$ cat src/rtl/jpeg_header_stream_if.sv
// Output word stream of the JFIF header generator: packed big-endian words
// with byte-lane enables on a valid/ready handshake.
interface jpeg_header_stream_if;
    logic [31:0] out_data;
    logic [3:0]  out_be;
    logic        out_valid;
    logic        out_ready;

    modport master (output out_data, output out_be, output out_valid, input out_ready);
    modport slave  (input out_data, input out_be, input out_valid, output out_ready);
endinterface

$ cat src/rtl/jpeg_header_stream.sv
// JFIF header generator: SOI/APP0, quality-scaled DQT tables, SOF0, DHT from
// ROM and SOS, emitted as one byte stream packed into 32-bit words.
//
// Pipeline: the sequencer picks one byte per cycle (constant or ROM read),
// stage 1 holds that byte until the packer takes it, and the packer gathers
// four bytes into the output word register.
//
// state      | meaning
// -----------+----------------------------------------------
// S_IDLE     | waiting for start
// S_SOI_APP0 | SOI marker and fixed APP0 JFIF segment
// S_DQT      | one DQT segment per table, tbl_q selects table
// S_SOF      | SOF0; holds at the height bytes until dims valid
// S_DHT      | FFC4 then the whole DHT ROM
// S_SOS      | SOS segment; its last byte is flagged as final
// S_FLUSH    | waiting for the final (possibly partial) word
module jpeg_header_stream #(
    parameter int NUM_QT    = 2,
    parameter int NUM_COMP  = 3,
    parameter int DHT_BYTES = 418,
    parameter int QA_W      = 7,
    parameter int DA_W      = 9
) (
    input  logic                 clk_in,
    input  logic                 rst,
    input  logic                 start_i,
    input  logic [7:0]           scale_pct_i,
    input  logic                 dimensions_valid_i,
    input  logic [15:0]          line_width_i,
    input  logic [15:0]          pic_height_i,
    output logic                 qt_rd_o,
    output logic [QA_W-1:0]      qt_addr_o,
    input  logic [7:0]           qt_data_i,
    output logic                 dht_rd_o,
    output logic [DA_W-1:0]      dht_addr_o,
    input  logic [7:0]           dht_data_i,
    output logic                 busy_o,
    output logic                 done_o,
    jpeg_header_stream_if.master out_if
);

    typedef enum logic [2:0] {
        S_IDLE, S_SOI_APP0, S_DQT, S_SOF, S_DHT, S_SOS, S_FLUSH
    } state_t;

    typedef enum logic [1:0] {SRC_CONST, SRC_QT, SRC_DHT} src_t;

    localparam logic [7:0]  SOF_LEN  = 8'(8 + 3 * NUM_COMP);
    localparam logic [7:0]  SOS_LEN  = 8'(6 + 2 * NUM_COMP);
    localparam logic [7:0]  NC8      = 8'(NUM_COMP);
    localparam logic [7:0]  QT_LAST  = 8'(NUM_QT - 1);
    localparam logic [15:0] SOF_END  = 16'(9 + 3 * NUM_COMP);
    localparam logic [15:0] SOS_TAIL = 16'(5 + 2 * NUM_COMP);
    localparam logic [15:0] SOS_END  = 16'(7 + 2 * NUM_COMP);
    localparam logic [15:0] DHT_END  = 16'(DHT_BYTES + 1);

    state_t          state_q, state_d;
    logic [15:0]     idx_q, idx_d;
    logic [7:0]      tbl_q, tbl_d;
    logic [7:0]      scale_q, scale_d;
    logic [QA_W-1:0] qt_addr_q, qt_addr_d;
    logic [DA_W-1:0] dht_addr_q, dht_addr_d;

    logic            s1_valid_q, s1_valid_d;
    src_t            s1_src_q, s1_src_d;
    logic [7:0]      s1_byte_q, s1_byte_d;
    logic            s1_last_q, s1_last_d;

    logic [23:0]     acc_q, acc_d;
    logic [1:0]      cnt_q, cnt_d;
    logic [31:0]     out_data_q, out_data_d;
    logic [3:0]      out_be_q, out_be_d;
    logic            out_valid_q, out_valid_d;
    logic            out_last_q, out_last_d;

    logic [7:0]      cur_byte;
    src_t            cur_src;
    logic            seg_last;
    logic            in_seg, dim_hold, issue, adv, take, pk_ready, out_free, accept;
    logic [16:0]     qt_prod, qt_quo;
    logic [7:0]      qt_scaled, s1_out;

    // Quantiser scaling with rounding, clamped to 1..255.
    assign qt_prod   = 17'(qt_data_i) * 17'(scale_q) + 17'd50;
    assign qt_quo    = qt_prod / 17'd100;
    assign qt_scaled = (qt_quo > 17'd255) ? 8'hFF :
                       (qt_quo == 17'd0)  ? 8'h01 : qt_quo[7:0];

    // A fresh ROM byte is only on the data bus the cycle after its read.
    assign s1_out = (s1_src_q == SRC_QT)  ? qt_scaled  :
                    (s1_src_q == SRC_DHT) ? dht_data_i : s1_byte_q;

    assign out_free = !out_valid_q || out_if.out_ready;
    assign pk_ready = out_free || ((cnt_q != 2'd3) && !s1_last_q);
    assign take     = s1_valid_q && pk_ready;
    assign adv      = !s1_valid_q || take;
    assign in_seg   = (state_q == S_SOI_APP0) || (state_q == S_DQT) || (state_q == S_SOF) ||
                      (state_q == S_DHT) || (state_q == S_SOS);
    assign dim_hold = (state_q == S_SOF) && (idx_q == 16'd5) && !dimensions_valid_i;
    assign issue    = in_seg && adv && !dim_hold;
    assign done_o   = out_valid_q && out_if.out_ready && out_last_q;
    assign accept   = start_i && ((state_q == S_IDLE) || ((state_q == S_FLUSH) && done_o));

    assign qt_rd_o    = issue && (cur_src == SRC_QT);
    assign qt_addr_o  = qt_addr_q;
    assign dht_rd_o   = issue && (cur_src == SRC_DHT);
    assign dht_addr_o = dht_addr_q;
    assign busy_o     = (state_q != S_IDLE);

    assign out_if.out_data  = out_data_q;
    assign out_if.out_be    = out_be_q;
    assign out_if.out_valid = out_valid_q;

    // Decode the byte the sequencer would emit at the current position.
    always_comb begin
        cur_byte = 8'h00;
        cur_src  = SRC_CONST;
        seg_last = 1'b0;
        case (state_q)
            S_SOI_APP0: begin
                case (idx_q)
                    16'd0:  cur_byte = 8'hFF;
                    16'd1:  cur_byte = 8'hD8;
                    16'd2:  cur_byte = 8'hFF;
                    16'd3:  cur_byte = 8'hE0;
                    16'd5:  cur_byte = 8'h10;
                    16'd6:  cur_byte = 8'h4A;
                    16'd7:  cur_byte = 8'h46;
                    16'd8:  cur_byte = 8'h49;
                    16'd9:  cur_byte = 8'h46;
                    16'd11: cur_byte = 8'h01;
                    16'd12: cur_byte = 8'h01;
                    16'd15: cur_byte = 8'h01;
                    16'd17: cur_byte = 8'h01;
                    default: cur_byte = 8'h00;
                endcase
                seg_last = (idx_q == 16'd19);
            end
            S_DQT: begin
                case (idx_q)
                    16'd0:   cur_byte = 8'hFF;
                    16'd1:   cur_byte = 8'hDB;
                    16'd2:   cur_byte = 8'h00;
                    16'd3:   cur_byte = 8'h43;
                    16'd4:   cur_byte = tbl_q;
                    default: cur_src  = SRC_QT;
                endcase
                seg_last = (idx_q == 16'd68);
            end
            S_SOF: begin
                case (idx_q)
                    16'd0:  cur_byte = 8'hFF;
                    16'd1:  cur_byte = 8'hC0;
                    16'd3:  cur_byte = SOF_LEN;
                    16'd4:  cur_byte = 8'h08;
                    16'd5:  cur_byte = pic_height_i[15:8];
                    16'd6:  cur_byte = pic_height_i[7:0];
                    16'd7:  cur_byte = line_width_i[15:8];
                    16'd8:  cur_byte = line_width_i[7:0];
                    16'd9:  cur_byte = NC8;
                    16'd10: cur_byte = 8'h01;
                    16'd11: cur_byte = 8'h11;
                    16'd13: cur_byte = 8'h02;
                    16'd14: cur_byte = 8'h11;
                    16'd15: cur_byte = QT_LAST;
                    16'd16: cur_byte = 8'h03;
                    16'd17: cur_byte = 8'h11;
                    16'd18: cur_byte = QT_LAST;
                    default: cur_byte = 8'h00;
                endcase
                seg_last = (idx_q == SOF_END);
            end
            S_DHT: begin
                case (idx_q)
                    16'd0:   cur_byte = 8'hFF;
                    16'd1:   cur_byte = 8'hC4;
                    default: cur_src  = SRC_DHT;
                endcase
                seg_last = (idx_q == DHT_END);
            end
            S_SOS: begin
                case (idx_q)
                    16'd0:  cur_byte = 8'hFF;
                    16'd1:  cur_byte = 8'hDA;
                    16'd3:  cur_byte = SOS_LEN;
                    16'd4:  cur_byte = NC8;
                    16'd5:  cur_byte = 8'h01;
                    16'd7:  cur_byte = 8'h02;
                    16'd8:  cur_byte = 8'h11;
                    16'd9:  cur_byte = 8'h03;
                    16'd10: cur_byte = 8'h11;
                    default: cur_byte = 8'h00;
                endcase
                // Trailer 00 3F 00 overrides the component table when NUM_COMP is small.
                if (idx_q >= SOS_TAIL) begin
                    cur_byte = (idx_q == SOS_TAIL + 16'd1) ? 8'h3F : 8'h00;
                end
                seg_last = (idx_q == SOS_END);
            end
            default: begin
                cur_byte = 8'h00;
            end
        endcase
    end

    // Sequencer next state: segment order, ROM addressing and the stage-1 skid.
    always_comb begin
        state_d    = state_q;
        idx_d      = idx_q;
        tbl_d      = tbl_q;
        scale_d    = scale_q;
        qt_addr_d  = qt_addr_q;
        dht_addr_d = dht_addr_q;
        s1_valid_d = s1_valid_q;
        s1_src_d   = s1_src_q;
        s1_byte_d  = s1_byte_q;
        s1_last_d  = s1_last_q;

        if (take) begin
            s1_valid_d = 1'b0;
        end else if (s1_valid_q && (s1_src_q != SRC_CONST)) begin
            // Packer stalled: capture the ROM byte before the bus moves on.
            s1_byte_d = s1_out;
            s1_src_d  = SRC_CONST;
        end

        if (issue) begin
            s1_valid_d = 1'b1;
            s1_src_d   = cur_src;
            s1_byte_d  = cur_byte;
            s1_last_d  = (state_q == S_SOS) && seg_last;
            idx_d      = seg_last ? 16'd0 : idx_q + 16'd1;
            if (cur_src == SRC_QT)  qt_addr_d  = qt_addr_q + QA_W'(1);
            if (cur_src == SRC_DHT) dht_addr_d = dht_addr_q + DA_W'(1);
            if (seg_last) begin
                case (state_q)
                    S_SOI_APP0: state_d = S_DQT;
                    S_DQT: begin
                        if (tbl_q == QT_LAST) state_d = S_SOF;
                        else                  tbl_d   = tbl_q + 8'd1;
                    end
                    S_SOF:   state_d = S_DHT;
                    S_DHT:   state_d = S_SOS;
                    S_SOS:   state_d = S_FLUSH;
                    default: state_d = state_q;
                endcase
            end
        end

        if ((state_q == S_FLUSH) && done_o) state_d = S_IDLE;

        if (accept) begin
            state_d    = S_SOI_APP0;
            idx_d      = 16'd0;
            tbl_d      = 8'd0;
            qt_addr_d  = '0;
            dht_addr_d = '0;
            scale_d    = scale_pct_i;
        end
    end

    // Packer: gather bytes MSB-first; the final byte closes a partial word.
    always_comb begin
        acc_d       = acc_q;
        cnt_d       = cnt_q;
        out_data_d  = out_data_q;
        out_be_d    = out_be_q;
        out_valid_d = out_valid_q;
        out_last_d  = out_last_q;

        if (out_valid_q && out_if.out_ready) out_valid_d = 1'b0;

        if (take) begin
            if ((cnt_q == 2'd3) || s1_last_q) begin
                out_valid_d = 1'b1;
                out_last_d  = s1_last_q;
                cnt_d       = 2'd0;
                acc_d       = 24'd0;
                case (cnt_q)
                    2'd0: begin out_data_d = {s1_out, 24'd0};            out_be_d = 4'b1000; end
                    2'd1: begin out_data_d = {acc_q[7:0], s1_out, 16'd0}; out_be_d = 4'b1100; end
                    2'd2: begin out_data_d = {acc_q[15:0], s1_out, 8'd0}; out_be_d = 4'b1110; end
                    default: begin out_data_d = {acc_q, s1_out};         out_be_d = 4'b1111; end
                endcase
            end else begin
                acc_d = {acc_q[15:0], s1_out};
                cnt_d = cnt_q + 2'd1;
            end
        end
    end

    // State, pipeline and packer registers.
    always_ff @(posedge clk_in or posedge rst) begin
        if (rst) begin
            state_q     <= S_IDLE;
            idx_q       <= 16'd0;
            tbl_q       <= 8'd0;
            scale_q     <= 8'd0;
            qt_addr_q   <= '0;
            dht_addr_q  <= '0;
            s1_valid_q  <= 1'b0;
            s1_src_q    <= SRC_CONST;
            s1_byte_q   <= 8'd0;
            s1_last_q   <= 1'b0;
            acc_q       <= 24'd0;
            cnt_q       <= 2'd0;
            out_data_q  <= 32'd0;
            out_be_q    <= 4'd0;
            out_valid_q <= 1'b0;
            out_last_q  <= 1'b0;
        end else begin
            state_q     <= state_d;
            idx_q       <= idx_d;
            tbl_q       <= tbl_d;
            scale_q     <= scale_d;
            qt_addr_q   <= qt_addr_d;
            dht_addr_q  <= dht_addr_d;
            s1_valid_q  <= s1_valid_d;
            s1_src_q    <= s1_src_d;
            s1_byte_q   <= s1_byte_d;
            s1_last_q   <= s1_last_d;
            acc_q       <= acc_d;
            cnt_q       <= cnt_d;
            out_data_q  <= out_data_d;
            out_be_q    <= out_be_d;
            out_valid_q <= out_valid_d;
            out_last_q  <= out_last_d;
        end
    end

endmodule

$ cat src/flat_wrapper.sv
// flat-port wrapper written by rule: the top's interface ports become plain ports
module jpeg_header_stream_flat 
#(
    parameter int NUM_QT    = 2,
    parameter int NUM_COMP  = 3,
    parameter int DHT_BYTES = 418,
    parameter int QA_W      = 7,
    parameter int DA_W      = 9
)
  (clk_in, rst, start_i, scale_pct_i, dimensions_valid_i, line_width_i, pic_height_i, qt_rd_o, qt_addr_o, qt_data_i, dht_rd_o, dht_addr_o, dht_data_i, busy_o, done_o, out_if_out_data, out_if_out_be, out_if_out_valid, out_if_out_ready);
  jpeg_header_stream_if out_if_i ();
  input  logic clk_in;
  input  logic rst;
  input  logic start_i;
  input  logic [7:0] scale_pct_i;
  input  logic dimensions_valid_i;
  input  logic [15:0] line_width_i;
  input  logic [15:0] pic_height_i;
  output logic qt_rd_o;
  output logic [QA_W-1:0] qt_addr_o;
  input  logic [7:0] qt_data_i;
  output logic dht_rd_o;
  output logic [DA_W-1:0] dht_addr_o;
  input  logic [7:0] dht_data_i;
  output logic busy_o;
  output logic done_o;
  output wire logic [$bits(out_if_i.out_data)-1:0] out_if_out_data;
  output wire logic [$bits(out_if_i.out_be)-1:0] out_if_out_be;
  output wire logic [$bits(out_if_i.out_valid)-1:0] out_if_out_valid;
  input wire logic [$bits(out_if_i.out_ready)-1:0] out_if_out_ready;
  assign out_if_out_data = out_if_i.out_data;
  assign out_if_out_be = out_if_i.out_be;
  assign out_if_out_valid = out_if_i.out_valid;
  assign out_if_i.out_ready = out_if_out_ready;
  jpeg_header_stream #(.NUM_QT(NUM_QT), .NUM_COMP(NUM_COMP), .DHT_BYTES(DHT_BYTES), .QA_W(QA_W), .DA_W(DA_W)) u_core (.clk_in(clk_in), .rst(rst), .start_i(start_i), .scale_pct_i(scale_pct_i), .dimensions_valid_i(dimensions_valid_i), .line_width_i(line_width_i), .pic_height_i(pic_height_i), .qt_rd_o(qt_rd_o), .qt_addr_o(qt_addr_o), .qt_data_i(qt_data_i), .dht_rd_o(dht_rd_o), .dht_addr_o(dht_addr_o), .dht_data_i(dht_data_i), .busy_o(busy_o), .done_o(done_o), .out_if(out_if_i));
endmodule
$ cat config.mk
export PLATFORM = sky130hd
export DESIGN_NAME = jpeg_header_stream_flat
export DESIGN_NICKNAME = d
export VERILOG_FILES = /design/src/rtl/jpeg_header_stream_if.sv /design/src/rtl/jpeg_header_stream.sv /design/src/flat_wrapper.sv
export SDC_FILE = /design/constraint.sdc
export NUM_CORES = 1
export LEC_CHECK = 0
export CAP_MARGIN = 20
export CORE_MARGIN = 5
export CORE_UTILIZATION = 55
export DETAILED_ROUTE_END_ITERATION = 12
export PLACE_DENSITY = 0.87
export REMOVE_ABC_BUFFERS = 1
export SYNTH_ARGS = -nofsm -noshare
export SYNTH_HDL_FRONTEND = slang
export SYNTH_SLANG_ARGS = --single-unit
export TNS_END_PERCENT = 20
$ cat constraint.sdc
create_clock -name clk_in -period 19.7 [get_ports clk_in]
set_clock_uncertainty 0.15 [all_clocks]
set_input_delay 3.94 -clock clk_in [delete_from_list [all_inputs] [get_ports clk_in]]
set_output_delay 3.94 -clock clk_in [all_outputs]
set_load 0.02 [all_outputs]
==> out/qor.yml <==
slew_headroom: 0.289
start_util: 0.562
numPortBuffers: 117
crit_type: "primary input to flip-flop"
postLayoutSetupSlackWorst_ns: 1.07
synth_edf_count: 0
crit_required_ns: 19.83
clock_latency_ns: 0.42
placementRows: 57
fin_crit_sh: 0.946
max_stage_delay_ns: 0.66
final_max_slew_viol_count: 0
syn_inst: 1699
min_period_ns: 18.63
dieArea_um2: 28300
fmax_mhz: 53.7
crit_arrival_ns: 18.76
final_cell_mix: "nand2_1 (171), nor2_1 (138), dfrtp_1 (127)"
finalHoldViolations: 0
grt_pass1_vias: 13500
coreArea_um2: 24500
hp-class: "flip-flop to flip-flop"
worstSetupStartpointType: "primary input"
root_buffer: "clkbuf_16"
yosysUniqueCellTypes: 114
critPathMaxFanout: 19
routed_wl_mm: 41.5
die_w_um: 168
cts_tree: "built"
cts.sinks: 127
synth-seq-cells: 127
final_core_util: 0.642
track_usage: 0.287
gr-usage-met3: 0.0504
maxCapViolations: 0
ios: 118
finalNonFillerCells: 2098
postRouteAntennaNets: 0
async_flop_share: 1.00
rsz0062_at_grt: "no"
yosys_warnings: 0
first_pass_iters: 6
synth_top_area_share: 0.231
synthTopCellsByArea: "dfrtp_1 (23%), fa_1 (5.7%), ha_1 (5.6%)"
synth_top_cell_by_area: "dfrtp_1"
cpMostUsedCell: "fa_1"
syn_area_um2: 13800
dp_hpwl_mm: 30.9
gpl.final_weighted_congestion: 1.01
grt_max_degree: 82
outcome: "completed"
cts_buffers: 17
layout_commonest_cell: "nand2_1"
wl_per_cell_um: 19.8
gr-total-overflow: 0
remaining_drc_errors: 0
placed_cells: 2064
end_kind: "flip-flop"
fp.dieH_um: 168
cts_buffer_depth: 2
seq_area_frac_synth: 0.231
clk_pin_slew_worst_paths_ns: 0.07
grt_first_pass_wirelength_mm: 68.9
tightest_slew_ns: 1.06
vias_per_cell: 6.61
synth_flop_cell: "dfrtp_1"
drive_gt1_frac: 0.0756
grt.met2_usage: 0.467
finalSetupViolCount: 0
antenna_found_initial: 1
busiest_layer: "met2"
pre_cts_slack_ns: 0.579
nets: 1922
syn_to_final_growth_pct: 14.2
drtIter0Drc: 1594
post_cts_buffers: 0
timing.setup.tns_ns: 0
synth.avg_cell_area_um2: 8.10
grt_util_met1: 0.388
h-tree-depth: 4
crit_slowest_cell: "xnor2_1"
cts_hold_buf: 0
vias: 13900
[cells in the mapped netlist (15+ instances only)]
master and number:
xor2_1 37, nand2_1 171, a221oi_1 26, inv_1 88, o21a_1 15, and2_1 68
xnor2_1 49, a22oi_1 20, a22o_1 25, a31oi_1 28, clkbuf_1 73, and3_1 19
mux2i_1 20, nor3_1 38, nor4_1 15, dfrtp_1 127, a21oi_1 93, ha_1 62
o21ai_0 116, a21o_1 22, nor2_1 138, a211oi_1 15, nand3_1 42, o211ai_1 18
nor2b_1 15, or3_1 22, fa_1 39, nand4_1 26
[logic make-up after synthesis]
| logic type | count (synthesis) | share of synthesized area |
|---|---|---|
| AOI/OAI and AO/OA | 555 | 0.296 |
| xor gates and xnor gates | 88 | 0.0571 |
| adders and majority gates | 101 | 0.113 |
| buffers and inverters | 180 | 0.0524 |
| DFF | 127 | 0.231 |
| muxes | 36 | 0.0284 |
| and+or+nand+nor | 612 | 0.222 |
[layout make-up]
cell class	instances	area [um^2]
clock buffer	17	425
sequential	127	3180
fill	2063	8750
tap	324	405
inverter	89	337
clock inverter	15	141
timing repair buffer	133	1310
multi-input combinational	1392	9910
antenna	1	2.50
[metal layers]
metal / wire, um / part of all wire
met5: 0 / 0
met4: 1440 / 0.035
met3: 3010 / 0.072
met2: 19500 / 0.47
met1: 17500 / 0.42
[flip-flops by register name (all words and copies together) (netlist names)]
signal / count
u_core.out_if.out_be: 4
u_core.cnt_q: 2
u_core.scale_q: 8
u_core.out_if.out_valid: 1
u_core.out_last_q: 1
u_core.qt_addr_o: 7
u_core.s1_valid_q: 1
u_core.s1_byte_q: 8
u_core.state_q: 3
u_core.s1_src_q: 2
u_core.out_if.out_data: 32
u_core.idx_q: 16
u_core.dht_addr_o: 9
u_core.acc_q: 24
u_core.s1_last_q: 1
u_core.tbl_q: 8
[through the flow]
step | hold slack (ns) | area [um^2]
finish | 0.316 | 15700
detailed placement | 0.301 | 15100
global route | 0.328 | 15700
floorplan | 0.290 | 13400
global placement | 0.298 | 15100
CTS | 0.317 | 15700
[final timing paths]
kind,start,to,cells after the start,slack (ns)
min in group asynchronous,rst,u_core.scale_q[5],2,3.80
hold reg to reg,u_core.out_if.out_be[3],u_core.out_if.out_be[3],1,0.32
setup / recovery,qt_data_i[3],u_core.out_if.out_data[8],46,1.07
setup reg to reg,u_core.scale_q[2],u_core.out_if.out_data[8],45,4.69
hold / removal,u_core.out_if.out_be[3],u_core.out_if.out_be[3],1,0.32
max in group asynchronous,rst,u_core.out_if.out_data[23],4,14.57
[worst max-delay path: cells and delay by family]
kind            cells  cell delay, ns
xor+xnor            1            0.66
mux                 3            1.10
compound gates     24            7.58
simple gates        9            2.27
buf+inv             4            0.76
fa+ha+maj           5            2.41
[what timing repair did]
action | in CTS | in global routing
endpoints found under the setup margin | 0 | 10
endpoints found under the hold margin | 0 | 0
gates resized for setup | 0 | 3
Power is not shown: default switching activity piles up to over one toggle a cycle in this logic, so the estimate is an artifact.
